<file path="src/rtl/fp_trig_special_stage_if.sv">
// Operand/core-result input side and final-result output side of the sin/cos
// special-case stage, together with the sticky-invalid status and its clear.
interface fp_trig_special_stage_if #(
  parameter int W = 32
);
  logic         in_valid;
  logic         in_ready;
  logic [W-1:0] in_op;
  logic [W-1:0] in_core;
  logic         in_func;
  logic         out_valid;
  logic         out_ready;
  logic [W-1:0] out_result;
  logic [2:0]   out_flags;
  logic         sticky_inv;
  logic         clr_sticky;

  modport master (
    output in_valid, in_op, in_core, in_func, out_ready, clr_sticky,
    input  in_ready, out_valid, out_result, out_flags, sticky_inv
  );

  modport slave (
    input  in_valid, in_op, in_core, in_func, out_ready, clr_sticky,
    output in_ready, out_valid, out_result, out_flags, sticky_inv
  );
endinterface

</file>
<file path="src/rtl/fp_trig_special_stage.sv">
// Two-stage final-result stage for sin/cos: classifies the original operand,
// substitutes IEEE-754 special-case results and raises exception flags.
module fp_trig_special_stage #(
  parameter int EXP_W     = 8,
  parameter int MAN_W     = 23,
  parameter bit CANON_NAN = 1'b0
) (
  input  logic                    clk,
  input  logic                    rst,
  fp_trig_special_stage_if.slave  bus
);
  localparam int W = 1 + EXP_W + MAN_W;

  localparam logic [W-1:0] ONE   = {2'b00, {(EXP_W-1){1'b1}}, {MAN_W{1'b0}}};
  localparam logic [W-1:0] QNAN  = {1'b0, {EXP_W{1'b1}}, 1'b1, {(MAN_W-1){1'b0}}};
  localparam logic [W-1:0] QUIET = {{(EXP_W+1){1'b0}}, 1'b1, {(MAN_W-1){1'b0}}};

  logic               en;
  logic [EXP_W-1:0]   exp_in;
  logic [MAN_W-1:0]   frac_in;
  logic               exp_zero, exp_ones, frac_zero, frac_msb;

  logic               v1_reg;
  logic [W-1:0]       op1_reg;
  logic [W-1:0]       core1_reg;
  logic               func1_reg;
  logic               zero1_reg, sub1_reg, inf1_reg, qnan1_reg, snan1_reg;

  logic               out_valid_reg;
  logic [W-1:0]       out_result_reg;
  logic [2:0]         out_flags_reg;
  logic               sticky_reg;

  logic [W-1:0]       sel_result;
  logic [2:0]         sel_flags;

  // Both stages advance together, so bubbles move through rather than collapse.
  assign en           = !out_valid_reg | bus.out_ready;
  assign bus.in_ready = en;

  assign exp_in    = bus.in_op[W-2:MAN_W];
  assign frac_in   = bus.in_op[MAN_W-1:0];
  assign exp_zero  = ~|exp_in;
  assign exp_ones  = &exp_in;
  assign frac_zero = ~|frac_in;
  assign frac_msb  = frac_in[MAN_W-1];

  // NaN > inf > zero > sub > normal; in_core only matters for normal operands.
  always_comb begin
    sel_result = core1_reg;
    sel_flags  = 3'b000;
    if (qnan1_reg | snan1_reg) begin
      sel_result = CANON_NAN ? QNAN : (op1_reg | QUIET);
      sel_flags  = {snan1_reg, 1'b0, 1'b1};
    end else if (inf1_reg) begin
      sel_result = QNAN;
      sel_flags  = 3'b101;
    end else if (zero1_reg) begin
      sel_result = func1_reg ? ONE : op1_reg;
      sel_flags  = 3'b001;
    end else if (sub1_reg) begin
      sel_result = func1_reg ? ONE : op1_reg;
      sel_flags  = 3'b011;
    end
  end

  always_ff @(posedge clk) begin
    if (rst) begin
      v1_reg         <= 1'b0;
      op1_reg        <= '0;
      core1_reg      <= '0;
      func1_reg      <= 1'b0;
      zero1_reg      <= 1'b0;
      sub1_reg       <= 1'b0;
      inf1_reg       <= 1'b0;
      qnan1_reg      <= 1'b0;
      snan1_reg      <= 1'b0;
      out_valid_reg  <= 1'b0;
      out_result_reg <= '0;
      out_flags_reg  <= 3'b000;
      sticky_reg     <= 1'b0;
    end else begin
      if (en) begin
        v1_reg         <= bus.in_valid;
        op1_reg        <= bus.in_op;
        core1_reg      <= bus.in_core;
        func1_reg      <= bus.in_func;
        zero1_reg      <= exp_zero & frac_zero;
        sub1_reg       <= exp_zero & !frac_zero;
        inf1_reg       <= exp_ones & frac_zero;
        qnan1_reg      <= exp_ones & frac_msb;
        snan1_reg      <= exp_ones & !frac_zero & !frac_msb;
        out_valid_reg  <= v1_reg;
        out_result_reg <= sel_result;
        out_flags_reg  <= sel_flags;
      end
      // A delivered invalid result beats a simultaneous clear.
      if (out_valid_reg & bus.out_ready & out_flags_reg[2])
        sticky_reg <= 1'b1;
      else if (bus.clr_sticky)
        sticky_reg <= 1'b0;
    end
  end

  assign bus.out_valid  = out_valid_reg;
  assign bus.out_result = out_result_reg;
  assign bus.out_flags  = out_flags_reg;
  assign bus.sticky_inv = sticky_reg;
endmodule

</file>
<file path="src/flat_wrapper.sv">
// flat-port wrapper written by rule: the top's interface ports become plain ports
module fp_trig_special_stage_flat 
#(
  parameter int EXP_W     = 8,
  parameter int MAN_W     = 23,
  parameter bit CANON_NAN = 1'b0
)
  (clk, rst, bus_in_valid, bus_in_op, bus_in_core, bus_in_func, bus_out_ready, bus_clr_sticky, bus_in_ready, bus_out_valid, bus_out_result, bus_out_flags, bus_sticky_inv);
  fp_trig_special_stage_if #(.W(32)) bus_i ();
  input  logic clk;
  input  logic rst;
  input wire logic [$bits(bus_i.in_valid)-1:0] bus_in_valid;
  input wire logic [$bits(bus_i.in_op)-1:0] bus_in_op;
  input wire logic [$bits(bus_i.in_core)-1:0] bus_in_core;
  input wire logic [$bits(bus_i.in_func)-1:0] bus_in_func;
  input wire logic [$bits(bus_i.out_ready)-1:0] bus_out_ready;
  input wire logic [$bits(bus_i.clr_sticky)-1:0] bus_clr_sticky;
  output wire logic [$bits(bus_i.in_ready)-1:0] bus_in_ready;
  output wire logic [$bits(bus_i.out_valid)-1:0] bus_out_valid;
  output wire logic [$bits(bus_i.out_result)-1:0] bus_out_result;
  output wire logic [$bits(bus_i.out_flags)-1:0] bus_out_flags;
  output wire logic [$bits(bus_i.sticky_inv)-1:0] bus_sticky_inv;
  assign bus_i.in_valid = bus_in_valid;
  assign bus_i.in_op = bus_in_op;
  assign bus_i.in_core = bus_in_core;
  assign bus_i.in_func = bus_in_func;
  assign bus_i.out_ready = bus_out_ready;
  assign bus_i.clr_sticky = bus_clr_sticky;
  assign bus_in_ready = bus_i.in_ready;
  assign bus_out_valid = bus_i.out_valid;
  assign bus_out_result = bus_i.out_result;
  assign bus_out_flags = bus_i.out_flags;
  assign bus_sticky_inv = bus_i.sticky_inv;
  fp_trig_special_stage #(.EXP_W(EXP_W), .MAN_W(MAN_W), .CANON_NAN(CANON_NAN)) u_core (.clk(clk), .rst(rst), .bus(bus_i));
endmodule
</file>
<file path="config.mk">
export PLATFORM = sky130hd
export DESIGN_NAME = fp_trig_special_stage_flat
export DESIGN_NICKNAME = d
export VERILOG_FILES = /design/src/rtl/fp_trig_special_stage_if.sv /design/src/rtl/fp_trig_special_stage.sv /design/src/flat_wrapper.sv
export SDC_FILE = /design/constraint.sdc
export NUM_CORES = 1
export LEC_CHECK = 0
export ABC_CLOCK_PERIOD_IN_PS = 2500
export CORE_ASPECT_RATIO = 0.5
export CORE_UTILIZATION = 52
export DETAILED_ROUTE_END_ITERATION = 16
export PLACE_DENSITY = 0.88
export SLEW_MARGIN = 10
export SYNTH_ARGS = -nofsm -noshare
export SYNTH_HDL_FRONTEND = slang
export SYNTH_SLANG_ARGS = --single-unit
</file>
<file path="constraint.sdc">
create_clock -name clk -period 2.5 [get_ports clk]
set_clock_uncertainty 0.2 [all_clocks]
set_input_delay 0.5 -clock clk [delete_from_list [all_inputs] [get_ports clk]]
set_output_delay 0.5 -clock clk [all_outputs]
set_load 0.02 [all_outputs]
</file>
==> out/qor.csv, run 1 <==
metric;value;unit
rsz0062_at_grt;false;
path_clk_slew;70;ps
cts_buffer_depth;2;
netlist_area;4156;sq um
place_congestion;0.7986;
io_pins;108;
yosys_warnings;0;
coreArea;7542;sq um
worstPathMaxFanout;74;
powerDensity;643.1;nW/um^2
seq_area_frac_synth;52.02;%
period_share;92.01;%
hold_viol_final;0;
rows;22;
critPathBufInv;3;
worstSetupPathType;in -> reg;
cts_root_buf;clkbuf_16;
synth-seq-cells;108;
htreeDepth;3;
tns;0;ps
drc;0;
fin_nets;682;
drv_slew;0;
cts_hold_buf;0;
grt_remaining_overflow;0;
post_route_cells_drive_above_1_share;6.504;%
n_antenna_cell;0;
worstPathRequired;2540;ps
die_x;128.4;um
antenna_found_initial;0;
start_kind;input port;
power_leakage;0.002181;uW
total_power;3622;uW
grt_pass1_vias;3763;
max_cap_viol_count;0;
crit_path_max_incr_delay;470;ps
r2r_slack;540;ps
cp_cell_sequence;clkdlybuf4s50_1 > and2b_2 > buf_4 > a21oi_4 > nand2b_1 > buf_12 > o31ai_1;
dr.first_iter.drc_count;361;
setup_violations;0;
netlist_instances;517;
relSlewSlack;48.63;%
worstHoldPathType;reg -> reg;
seqCellArea;2162;sq um
clock_sinks;108;
ir_drop;456.3;uV
setup_slack;199.7;ps
period_minus_slack;2300;ps
firstDrtPassIters;7;
place_ws;-194.9;ps
multiInputGateArea;1843;sq um
drtAntennaViolNets;0;
area_delta_synth_final;35.49;%
grt_pass1_wl;17510;um
numCtsBuffers;9;
clock_latency;340;ps
critPathArrivalTime;2340;ps
wl;10940;um
portBuffers;107;
crit_path_end_kind;flip-flop;
tightest_slew;770.5;ps
postCtsSetupRepairBufs;0;
ys.flop_type;dfxtp_1;
wl_per_cell;15.13;um
dp_hpwl;7167;um
ys_types;33;
whs;251.8;ps
crit_family;buffers and inverters;
synth_edf_count;0;
nFillCells;551;
cts_tree;yes;
final_cell_mix;nand2_1 (163), dfxtp_1 (108), clkdlybuf4s50_1 (105);
synth_nets;587;
die_area;8377;sq um
fp.dieH;65.22;um
vias_per_cell;5.586;
start_util;55.11;%
grt_max_degree;75;
syn_avg_cell_area;8.040;sq um
vias;4039;
grt_usage;26.89;%
async_flop_share;0;%
max_clock_freq;434.7;MHz
cpMaxStageDelayCell;clkdlybuf4s50_1;
mostFrequentLayoutCell;nand2_1;
outcome;complete, no violations;
## kinds of logic (layout without fill, tap and decap cells)
family / after synthesis / in the layout / synth area share [%]
simple gates: 229 / 229 / 22.85
buf+inv: 39 / 137 / 4.004
flops: 108 / 108 / 52.02
compound gates: 141 / 141 / 21.13
## power breakdown
part           switching (uW)  internal [uW]  total [uW]
clock                     583            743        1330
sequential               57.7           1820        1870
combinational             197            224         421
total                     838           2780        3620
## layout make-up
class	count	share of cell area [%]
well taps	108	2.399
flip-flops and latches	108	38.39
inverters	2	0.1333
multi-input cells	370	32.73
clock inverters	2	0.1777
clock buffers	12	4.732
repair buffers	121	21.44
## final timing paths
path	to	from	cells after the start
worst min-delay path	u_core.bus.out_result[3]	u_core.bus.out_result[3]	2
worst max-delay path	u_core.bus.out_result[2]	bus_out_ready	7
worst max register to register	u_core.bus.out_result[2]	u_core.bus.out_valid	6
worst min register to register	u_core.bus.out_result[3]	u_core.bus.out_result[3]	2
## stage by stage
stage	cells	cell area [sq um]	util, %
2_1_floorplan	517	4156	-
3_3_place_gp	709	5351	70.95
3_5_place_dp	709	5351	70.95
4_1_cts	723	5627	74.60
5_1_grt	723	5632	74.67
6_report	723	5632	74.67
## worst reg2reg max path, delay by kind of cell, from the launching register on
family                 cells  cell delay, ps
buffers and inverters      2             520
and+or+nand+nor            2             310
AOI/OAI and AO/OA          2             520
DFF                        1             320
## cell usage after synthesis, drive strengths merged (2+ instances only)
master	instances	area share (%)
nand2	163	15
dfxtp	108	52
a21oi	71	8.8
nor2	40	3.8
a22oi	23	4.2
o31ai	23	4.2
clkbuf	22	2.0
buf	15	1.8
a211oi	8	1.4
o22ai	7	1.1
nor4	6	1.4
nor3	4	0.48
o21ai	4	0.48
a311oi	3	0.63
nand3	3	0.36
nand4	3	0.45
inv	2	0.18
nand2b	2	0.30
or2	2	0.30
or4	2	0.36
## layer usage
metal | share of wire [%] | wire length [um] | track usage (%) | vias up
met2 | 49 | 5316 | 46.42 | 142
met3 | 6.2 | 678 | 5.456 | 15
met5 | 0 | 0 | 0 | -
li1 | - | - | - | 1956
met1 | 44 | 4768 | 33.50 | 1926
met4 | 1.6 | 177 | 10.15 | 0
## timing repair
item                       CTS  global route
setup endpoints to repair    1             5
resized for setup            1             1
hold endpoints to repair     0             0
(Power assumes the default switching activity.)
==> run 2: changes to the inputs <==
- ABC_AREA: unset -> 1
- CORE_UTILIZATION: 52 -> 53
==> out/qor.csv, run 2 <==
metric;value;unit
worstReg2RegEnd;u_core.op1_reg[7];
placed_area;5642;sq um
area_delta_synth_final;29.92;%
wl_per_cell;14.18;um
start_util;55.92;%
grt_max_degree;108;
worstSetupPathType;in -> out;
ys_types;25;
outcome;complete, no violations;
tns;0;ps
wl;11760;um
cts_root_buf;clkbuf_16;
r2r_start;u_core.bus.out_valid;
drtAntennaViolNets;0;
yosys_warnings;0;
worstPathRequired;1800;ps
cts_buffer_depth;2;
pwr-share-seq;49.7;%
worstHoldPathType;reg -> reg;
die_area;9022;sq um
crit_start;bus_out_ready;
rsz0062_at_grt;false;
rows;23;
netlist_instances;626;
tightest_slew;571.3;ps
seq_area_frac_synth;47.30;%
firstDrtPassIters;5;
grt_pass1_wl;18910;um
p_comb_share;13.1;%
hold_start;u_core.op1_reg[22];
reg2reg_depth;6;
cts_hold_buf;0;
hold_end;u_core.op1_reg[22];
netSwitchingFraction;25.05;%
total_power;3802;uW
stdcell_area;5938;sq um
portBuffers;107;
mostFrequentLayoutCell;nand2_1;
relSlewSlack;61.85;%
period_minus_slack;2078;ps
async_flop_share;0;%
synth_edf_count;0;
yosys.area_share.simple;21.79;%
switchingPower;952.5;uW
critPathArrivalTime;1380;ps
io_pins;108;
grt_pass1_vias;4141;
clock_latency;350;ps
internal_power;2849;uW
die_x;133.3;um
synthTopCellsByCount;nand2_1 (142), dfxtp_1 (108), nor2_1 (96);
power.share.clock;37.2;%
fp.dieH;67.67;um
synth_area_leader_cell;dfxtp_1;
htreeDepth;3;
vias_per_cell;5.326;
post_route_cells_drive_above_1_share;7.950;%
period_share;83.12;%
dp_hpwl;7375;um
yosysMostFrequentCell;nand2_1;
hold_viol_final;0;
start_kind;input port;
ir_drop;412.9;uV
ys.flop_type;dfxtp_1;
synth_area_leaders;dfxtp_1 (47%), nand2_1 (12%), a21oi_1 (8.4%);
min_path_cells;2;
r2r_slack;750;ps
max_cap_viol_count;0;
fin_nets;782;
syn_avg_cell_area;7.301;sq um
coreArea;8173;sq um
synth_top_family_by_area;compound AO/OA/AOI/OAI gates;
grt_usage;27.04;%
n_antenna_cell;0;
synth_xor_area_share;0;%
drv_slew;0;
place_congestion;0.7894;
power_leakage;0.002421;uW
synth_compound_area_share;22.34;%
path_clk_slew;70;ps
yosysTopAreaCellShare;47.30;%
drc;0;
powerDensity;640.2;nW/um^2
netlist_area;4571;sq um
antenna_found_initial;0;
vias;4415;
synth_mux_area_share;0;%
worstPathMaxFanout;2;
crit_path_end_kind;output port;
grt_remaining_overflow;0;
synth_nets;696;
clock_sinks;108;
numCtsBuffers;9;
max_clock_freq;481.3;MHz
final_cell_mix;nand2_1 (142), dfxtp_1 (108), clkdlybuf4s50_1 (105);
yosys.area_share.adder;0;%
setup_violations;0;
dr.first_iter.drc_count;355;
synth-seq-cells;108;
cts_tree;yes;
==> run 2: worst max-delay path by stage <==
stage                   endpoint  slack (ps)  cells after the start
global route        bus_in_ready         370                      4
finish              bus_in_ready         420                      4
CTS                 bus_in_ready          40                      4
floorplan           bus_in_ready         770                      3
global placement    bus_in_ready          40                      4
detailed placement  bus_in_ready          40                      4
==> run 2: layout make-up <==
| class | count | area, sq um |
|---|---|---|
| repair buffers | 115 | 1166 |
| fillers | 656 | 2235 |
| flip-flops and latches | 108 | 2162 |
| clock buffers | 10 | 229.0 |
| clock inverters | 6 | 65.06 |
| inverters | 41 | 153.9 |
| multi-input cells | 437 | 2022 |
| well taps | 112 | 140.1 |
==> run 2: timing repair <==
item                                    CTS  global route
resized for setup                         0             1
endpoints found under the setup margin    0             1
setup buffers                             0             0
==> run 2: layer usage <==
| layer | vias up | global-route usage, % | part of all wire, % |
|---|---|---|---|
| met5 | - | 0 | 0 |
| met4 | 0 | 11.22 | 1.8 |
| met3 | 27 | 6.757 | 5.7 |
| met2 | 151 | 48.24 | 49 |
| met1 | 2048 | 31.85 | 44 |
| li1 | 2189 | - | - |
==> run 2: critical path: stages <==
cell and delay [ps]:
clkdlybuf4s50_1 520, nor2_4 60, inv_2 70, dlymetal6s2s_1 230
==> run 2: power groups by stage <==
stage	registers [uW]	logic [uW]	clock network, uW
5_1_grt	1900	543	1510
4_1_cts	1890	497	1430
6_report	1890	497	1410
3_5_place_dp	1920	491	0
2_1_floorplan	1950	226	0
3_3_place_gp	1920	480	0
==> run 2: cells by family after synthesis <==
logic type | Yosys count
flip-flops | 108
AO/OA/AOI/OAI | 185
AND/OR/NAND/NOR | 252
buffers and inverters | 81
==> run 2: metrics by stage <==
stage	utilization (%)	hold slack, ps	cells	setup slack (ps)
2_1_floorplan	-	221.6	626	772.8
3_3_place_gp	69.03	235.6	813	42.99
3_5_place_dp	69.03	244.3	813	38.10
4_1_cts	72.63	256.2	829	37.60
5_1_grt	72.66	283.7	829	369.7
6_report	72.66	264.6	829	422.1
==> run 3: changes to the inputs <==
- ABC_CLOCK_PERIOD_IN_PS: 2500 -> 2000
- CORE_UTILIZATION: 53 -> 50
- PLACE_DENSITY: 0.88 -> 0.84
- clock period: 2.5 -> 2 ns (I/O delays scaled with it)
==> out/qor.csv, run 3 (synthesis results as in run 2) <==
metric;value;unit
mostFrequentLayoutCell;nand2_1;
cts_buffer_depth;2;
nFillCells;738;
period_minus_slack;1952;ps
cp_cell_sequence;clkdlybuf4s50_1 > nor2_4 > inv_2 > dlygate4sd2_1;
max_clock_freq;512.2;MHz
grt-busiest-layer;met2;
critPathArrivalTime;1350;ps
stdcell_area;6008;sq um
place_congestion;0.8067;
critPathBufInv;3;
crit_family;buffers and inverters;
area_delta_synth_final;31.45;%
powerDensity;817.4;nW/um^2
numCtsBuffers;9;
post_route_cells_drive_above_1_share;8.333;%
period_share;97.61;%
drc;0;
placed_area;5683;sq um
setup_slack;47.75;ps
grt_pass1_wl;18490;um
worstSetupPathType;in -> out;
cts_root_buf;clkbuf_16;
power_leakage;0.002444;uW
relSlewSlack;66.70;%
die_x;137.2;um
multiInputGateArea;2022;sq um
ir_drop;461.5;uV
max_cap_viol_count;0;
antenna_found_initial;0;
crit_path_end_kind;output port;
vias_per_cell;5.159;
setup_violations;0;
dp_hpwl;7498;um
crit_path_max_incr_delay;530;ps
seqCellArea;2162;sq um
fin_nets;785;
rsz0062_at_grt;false;
wl;11390;um
portBuffers;107;
start_util;51.95;%
die_area;9551;sq um
rows;24;
fin_util;68.29;%
clock_latency;350;ps
n_antenna_cell;0;
start_kind;input port;
drv_slew;0;
cts_hold_buf;0;
final_cell_mix;nand2_1 (142), dfxtp_1 (108), clkdlybuf4s50_1 (105);
io_pins;108;
worstPathRequired;1400;ps
wl_per_cell;13.60;um
grt_pass1_vias;4058;
worstHoldPathType;reg -> reg;
place_ws;-225.6;ps
hold_viol_final;0;
grt_use_met3;6.213;%
grt_max_degree;118;
postCtsSetupRepairBufs;0;
clock_sinks;108;
coreArea;8798;sq um
grt_remaining_overflow;0;
cpMaxStageDelayCell;clkdlybuf4s50_1;
firstDrtPassIters;4;
drtAntennaViolNets;0;
fp.dieH;69.61;um
gr-usage-met2;41.69;%
vias;4318;
htreeDepth;3;
tightest_slew;499.4;ps
worstPathMaxFanout;2;
path_clk_slew;70;ps
cts_tree;yes;
grt_use_met1;31.19;%
outcome;complete, no violations;
grt_usage;24.72;%
dr.first_iter.drc_count;372;
[run 3: worst register-to-register path, stage by stage (launching register included)]
cell and delay (ps):
dfxtp_1 320, inv_1 100, nor2_4 40, inv_2 40, buf_4 210, buf_12 250, nand3b_1 110, nor2_1 130
nand2_1 60, a21oi_1 120
[run 3: cell type report]
cell class                      instances  share of cell area, %
Clock buffer                           11                  4.040
Sequential cell                       108                  35.98
Tap cell                              117                  2.436
Multi-Input combinational cell        437                  33.65
Clock inverter                          5                  1.395
Timing Repair Buffer                  118                  19.93
Inverter                               41                  2.561
[run 3: per-layer routing]
layer	wire length, um	share of wire (%)
met1	5169	45
met3	622	5.5
met4	116	1.0
met2	5478	48
met5	0	0
[run 3: path summary, 6_finish.rpt]
| kind | from | to | slack [ps] | cells past startpoint |
|---|---|---|---|---|
| max reg2reg | u_core.bus.out_valid | u_core.zero1_reg | 350 | 9 |
| min | u_core.op1_reg[22] | u_core.op1_reg[22] | 250 | 2 |
| max | bus_out_ready | bus_in_ready | 50 | 4 |
| min reg2reg | u_core.op1_reg[22] | u_core.op1_reg[22] | 250 | 2 |
[run 3: where the power goes]
part | switching [uW] | internal, uW
Clock | 794 | 1140
Combinational | 314 | 308
Sequential | 72.8 | 2290
Total | 1180 | 3730
[run 3: repair_timing]
action                     CTS  global route
hold endpoints to repair     0             0
setup endpoints to repair    1             0
gates resized for setup      1             0
[run 3: metrics by stage]
stage               hold slack, ps  power, uW  instances  setup TNS (ps)
CTS                          248.4       4931        837               0
floorplan                    221.6       2721        626               0
global route                 260.8       5089        837               0
finish                       248.5       4911        837               0
detailed placement           238.3       3026        821           -6295
global placement             230.2       3006        821           -3334
